<file path="src/rtl/aes_cbc_out_pkg.sv">
// Shared types and constants for the AES CBC decryption output stage.
package aes_cbc_out_pkg;

   localparam int unsigned NWords = 4;
   localparam int unsigned IdxW   = 2;

   typedef enum logic [1:0] {
      StIdle  = 2'd0,
      StFill  = 2'd1,
      StDrain = 2'd2
   } state_e;

endpackage

</file>
<file path="src/rtl/aes_cbc_wreg.sv">
// Four-word register with indexed write, full-block load and block readout.
// An indexed write wins over a block load for the same word.
module aes_cbc_wreg
   import aes_cbc_out_pkg::*;
#(
   parameter int unsigned W = 32
) (
   input  logic                          clk_i,
   input  logic                          rst_i,
   input  logic                          we_i,
   input  logic [IdxW-1:0]               widx_i,
   input  logic [W-1:0]                  wdata_i,
   input  logic                          ld_i,
   input  logic [NWords-1:0][W-1:0]      ld_data_i,
   output logic [NWords-1:0][W-1:0]      q_o
);

   logic [NWords-1:0][W-1:0] q_q, q_d;

   always_comb begin
      q_d = q_q;
      if (ld_i) q_d = ld_data_i;
      if (we_i) q_d[widx_i] = wdata_i;
   end

   always_ff @(posedge clk_i) begin
      if (rst_i) q_q <= '0;
      else       q_q <= q_d;
   end

   assign q_o = q_q;

endmodule

</file>
<file path="src/rtl/aes_cbc_out.sv">
// CBC output stage: captures core column words, XORs with chaining value, drains plaintext.
// Define AES_CBC_OUT_ECB_EN to add the ecb_i bypass input.
module aes_cbc_out
   import aes_cbc_out_pkg::*;
#(
   parameter int unsigned W = 32
) (
   input  logic            clk_i,
   input  logic            rst_i,
   input  logic            en_i,
   input  logic            dvld_i,
   input  logic [IdxW-1:0] dcol_i,
   input  logic [W-1:0]    din_i,
   input  logic            ct_we_i,
   input  logic [IdxW-1:0] ct_idx_i,
   input  logic [W-1:0]    ct_in_i,
   input  logic            iv_we_i,
   input  logic [IdxW-1:0] iv_idx_i,
   input  logic [W-1:0]    iv_in_i,
`ifdef AES_CBC_OUT_ECB_EN
   input  logic            ecb_i,
`endif
   output logic [W-1:0]    dout_o,
   output logic            dout_vld_o,
   input  logic            dout_rdy_i,
   output logic            full_o,
   output logic            ovf_o
);

   localparam logic [IdxW-1:0] LastIdx = IdxW'(NWords - 1);

   state_e                   state_q, state_d;
   logic [IdxW-1:0]          cnt_q, cnt_d, rptr_q, rptr_d;
   logic                     ovf_q, ovf_d;
   logic [NWords-1:0][W-1:0] prev_q, cur_q, pt_q;
   logic                     ecb, cap, last, hs;
   logic [W-1:0]             pt_wdata;

`ifdef AES_CBC_OUT_ECB_EN
   assign ecb = ecb_i;
`else
   assign ecb = 1'b0;
`endif

   // Words arriving during DRAIN are not captured; they only flag overflow.
   assign cap  = en_i && dvld_i && (state_q != StDrain);
   assign last = cap && (state_q == StFill) && (cnt_q == LastIdx);
   assign hs   = (state_q == StDrain) && dout_rdy_i;

   assign pt_wdata = ecb ? din_i : (din_i ^ prev_q[dcol_i]);

   aes_cbc_wreg #(.W(W)) u_pt (
      .clk_i     (clk_i),
      .rst_i     (rst_i),
      .we_i      (cap),
      .widx_i    (dcol_i),
      .wdata_i   (pt_wdata),
      .ld_i      (1'b0),
      .ld_data_i ('0),
      .q_o       (pt_q)
   );

   aes_cbc_wreg #(.W(W)) u_cur (
      .clk_i     (clk_i),
      .rst_i     (rst_i),
      .we_i      (en_i && ct_we_i),
      .widx_i    (ct_idx_i),
      .wdata_i   (ct_in_i),
      .ld_i      (1'b0),
      .ld_data_i ('0),
      .q_o       (cur_q)
   );

   // prev loads the pre-write cur; an IV write to the same word takes priority.
   aes_cbc_wreg #(.W(W)) u_prev (
      .clk_i     (clk_i),
      .rst_i     (rst_i),
      .we_i      (en_i && iv_we_i),
      .widx_i    (iv_idx_i),
      .wdata_i   (iv_in_i),
      .ld_i      (last && !ecb),
      .ld_data_i (cur_q),
      .q_o       (prev_q)
   );

   always_ff @(posedge clk_i) begin
      if (rst_i) begin
         state_q <= StIdle;
         cnt_q   <= '0;
         rptr_q  <= '0;
         ovf_q   <= 1'b0;
      end else begin
         state_q <= state_d;
         cnt_q   <= cnt_d;
         rptr_q  <= rptr_d;
         ovf_q   <= ovf_d;
      end
   end

   always_comb begin
      state_d = state_q;
      cnt_d   = cnt_q;
      rptr_d  = rptr_q;
      ovf_d   = ovf_q | (en_i && dvld_i && (state_q == StDrain));
      unique case (state_q)
         StIdle: begin
            if (cap) begin
               state_d = StFill;
               cnt_d   = IdxW'(1);
            end
         end
         StFill: begin
            if (cap) begin
               cnt_d = cnt_q + IdxW'(1);
               if (cnt_q == LastIdx) begin
                  state_d = StDrain;
                  rptr_d  = '0;
               end
            end
         end
         StDrain: begin
            if (hs) begin
               rptr_d = rptr_q + IdxW'(1);
               if (rptr_q == LastIdx) state_d = StIdle;
            end
         end
         default: state_d = StIdle;
      endcase
   end

   always_comb begin
      dout_vld_o = (state_q == StDrain);
      full_o     = (state_q != StIdle);
      dout_o     = (state_q == StDrain) ? pt_q[rptr_q] : '0;
      ovf_o      = ovf_q;
   end

endmodule

</file>
<file path="config.mk">
export PLATFORM = sky130hd
export DESIGN_NAME = aes_cbc_out
export DESIGN_NICKNAME = d
export VERILOG_FILES = /design/src/rtl/aes_cbc_out_pkg.sv /design/src/rtl/aes_cbc_wreg.sv /design/src/rtl/aes_cbc_out.sv
export SDC_FILE = /design/constraint.sdc
export NUM_CORES = 1
export LEC_CHECK = 0
export ABC_AREA = 1
export CAP_MARGIN = 20
export CORE_UTILIZATION = 59
export CTS_CLUSTER_DIAMETER = 30
export DETAILED_ROUTE_END_ITERATION = 6
export HOLD_SLACK_MARGIN = 0.06
export PLACE_DENSITY = 0.8
export SYNTH_ARGS = -nofsm -noshare
export SYNTH_HDL_FRONTEND = slang
export SYNTH_SLANG_ARGS = --single-unit
export TNS_END_PERCENT = 1
</file>
<file path="constraint.sdc">
create_clock -name clk_i -period 1.8 [get_ports clk_i]
set_input_delay 0.18 -clock clk_i [delete_from_list [all_inputs] [get_ports clk_i]]
set_output_delay 0.18 -clock clk_i [all_outputs]
set_load 0.03 [all_outputs]
</file>
==> impl_metrics.json <==
{
  "outcome": "complete, but fails checks",
  "violations": "negative setup slack",
  "fin_crit_sh_pct": 112,
  "cts_buffers": 91,
  "fp.coreArea_um2": 31600,
  "cp.required_ps": 1620,
  "n_antenna_cell": 0,
  "clock-sinks": 391,
  "ys_async_sr_fraction_pct": 0,
  "ys_seq_area_share_pct": 41.1,
  "critPathLaunchType": "flip-flop",
  "nets": 3293,
  "drt-initial-drc-count": 2867,
  "die_y_um": 182,
  "ir_drop_mv": 0.782,
  "synth_edf_count": 0,
  "fillers": 2111,
  "syn_area_um2": 19100,
  "reg2reg_slack_ps": 90,
  "cp_max_fo": 8,
  "routed_via_density": 5.76,
  "layoutNonFillerInstCount": 3656,
  "grt_usage_pct": 39.0,
  "synth_nets": 3145,
  "dp_cells": 3486,
  "worst_slack_ps": -224,
  "fin_total_pwr_mw": 29.8,
  "synthTopCellsByArea": "dfxtp_1 (41%), nand2_1 (16%), nand3_1 (9.5%), inv_1 (9.0%), a21oi_1 (8.5%)",
  "port-buffer-count": 143,
  "yosys.area.top_type": "dfxtp_1",
  "synth_mux_area_share_pct": 0,
  "path_cells": "inv_8 -> buf_8 -> a21oi_2 -> o21ai_0 -> a21oi_1 -> buf_4",
  "die_area_um2": 33000,
  "synth-xor-area-share_pct": 0,
  "rsz0062_at_grt": "yes",
  "p_leak_nw": 12.6,
  "clk_latency_ps": 610,
  "ys_seq_elements": 391,
  "synth_compound_area_share_pct": 13.7,
  "antenna_left": 0,
  "crit_type": "flip-flop to output pin",
  "synth.most_common_cell": "nand2_1",
  "die_w_um": 182,
  "ys.flop_type": "dfxtp_1",
  "multi_input_area_um2": 8820,
  "cp_slowest_stage_delay_ps": 400,
  "ys_top_cells_by_count": "nand2_1 (814), inv_1 (459), dfxtp_1 (391), nand3_1 (360), a21oi_1 (323)",
  "place.gp.congestion": 0.893,
  "wl_per_cell_um": 17.9,
  "num_rows": 65,
  "synth_area_per_cell_um2": 6.28,
  "grt_pass1_vias": 19622,
  "synth_warnings": 0,
  "start_util_pct": 60.2,
  "grt_max_degree": 130,
  "drc": 0,
  "gr-total-overflow": 0,
  "synth_fa_ha_area_share_pct": 0.131,
  "slowest_stage": "dfxtp_4",
  "clock_path_buffers": 3,
  "netlist_instances": 3034,
  "hold_path.class": "input pin to flip-flop",
  "report.final.slew_viol_count": 0,
  "ctsHoldBuffers": 0,
  "seq_area_um2": 7840,
  "hold_violations": 0,
  "fmax_mhz": 494,
  "area_growth_pct": 30.7,
  "setup_viol": 33,
  "cp-end-kind": "output pin",
  "drv_cap": 0,
  "first_pass_iters": 7,
  "drive_above_1_share_pct": 11.5,
  "h-tree-depth": 3,
  "cts_tree": "done",
  "detailed_place_hpwl_mm": 38.8,
  "tightest_slew_ps": 652,
  "skew_ps": 28.6,
  "p_per_area_nw_per_um2": 1200,
  "synth_top_family_by_area": "simple AND/OR/NAND/NOR gates",
  "clk_pin_slew_ps": 40,
  "synth-simple-area-share_pct": 31.3,
  "antenna_found_initial": 0,
  "routed_wl_mm": 65.3,
  "slew_headroom_pct": 56.5,
  "cts_root_buf": "clkbuf_16",
  "period_needed_ps": 2020,
  "vias": 21064,
  "crit_arrival_ps": 1840,
  "grt_pass1_wl_mm": 102,
  "io_pins": 144,
  "synth_cell_type_count": 22,
  "synth_top_cell_area_share_pct": 41.1
}
## cell usage in the layout (no fill, tap or decap), types with 4 or more instances in the layout
cell type,n
inv_1,455
buf_4,82
clkbuf_16,94
inv_2,14
nor3_4,4
buf_16,4
o21ai_0,140
buf_12,36
buf_6,14
o21ai_1,53
clkbuf_8,11
nand3_1,360
nor2_1,266
clkinv_2,20
a21oi_2,39
bufinv_16,14
nand2_1,813
a21oi_1,283
clkdlybuf4s50_1,106
dfxtp_1,388
inv_6,6
clkinvlp_4,8
clkbuf_1,7
## worst max-delay path, delay by kind of cell, from the launching register on
family | cells | cell delay (ps)
buf+inv | 3 | 430
flops | 1 | 400
compound gates | 3 | 420
## state kept, by name, indices dropped and copies added (netlist names)
| register | count |
|---|---|
| state_q | 2 |
| u_pt.q_o | 128 |
| u_cur.q_o | 128 |
| cnt_q | 2 |
| u_prev.q_o | 128 |
| ovf_o | 1 |
| rptr_q | 2 |
## timing repair
action / in CTS / in global routing
setup endpoints to repair: 34 / 99
gates resized for setup: 96 / 27
cloned: 4 / 0
pin swaps: 33 / 12
setup buffers: 2 / 0
## cell type report
cell class | instances | area share [%]
Sequential cell | 391 | 31.5
Clock inverter | 53 | 2.82
Clock buffer | 112 | 10.2
Inverter | 473 | 7.16
Tap cell | 402 | 2.02
Multi-Input combinational cell | 1978 | 35.4
Timing Repair Buffer | 247 | 10.9
## routing by layer
metal / up-vias / part of all wire, % / track usage [%]
li1: 9783 / - / -
met1: 9531 / 39 / 52.1
met2: 1541 / 44 / 60.3
met3: 209 / 13 / 9.31
met4: 0 / 3.1 / 16.0
met5: - / 0 / 0
## power breakdown
part / switching (mW) / internal (mW) / total [mW]
registers: 0.233 / 9.08 / 9.31
logic: 2.07 / 1.23 / 3.30
clock network: 5.27 / 11.9 / 17.2
## stage by stage
step / area (µm²) / worst slack, ps / utilization, % / setup TNS, ps / hold slack (ps)
global route: 24900 / -267 / 78.7 / -7350 / 209
floorplan: 19100 / 115 / - / 0 / 315
detailed placement: 21300 / -235 / 67.2 / -53140 / 465
CTS: 24800 / -186 / 78.4 / -5060 / 193
global placement: 21300 / -181 / 67.2 / -35890 / 447
finish: 24900 / -224 / 78.7 / -5540 / 186
## worst paths after layout
| check | cells after the start | end | start |
|---|---|---|---|
| setup / recovery | 6 | dout_o[28] | rptr_q[0] |
| hold reg to reg | 1 | cnt_q[0] | cnt_q[0] |
| setup reg to reg | 9 | u_prev.q_o[3] | cnt_q[0] |
| hold / removal | 3 | cnt_q[1] | rst_i |
## logic make-up after synthesis
logic type,count (synthesis)
and+or+nand+nor,1454
DFF,391
adders and majority gates,2
AOI/OAI and AO/OA,522
buffers and inverters,665
(Power assumes the default switching activity.)
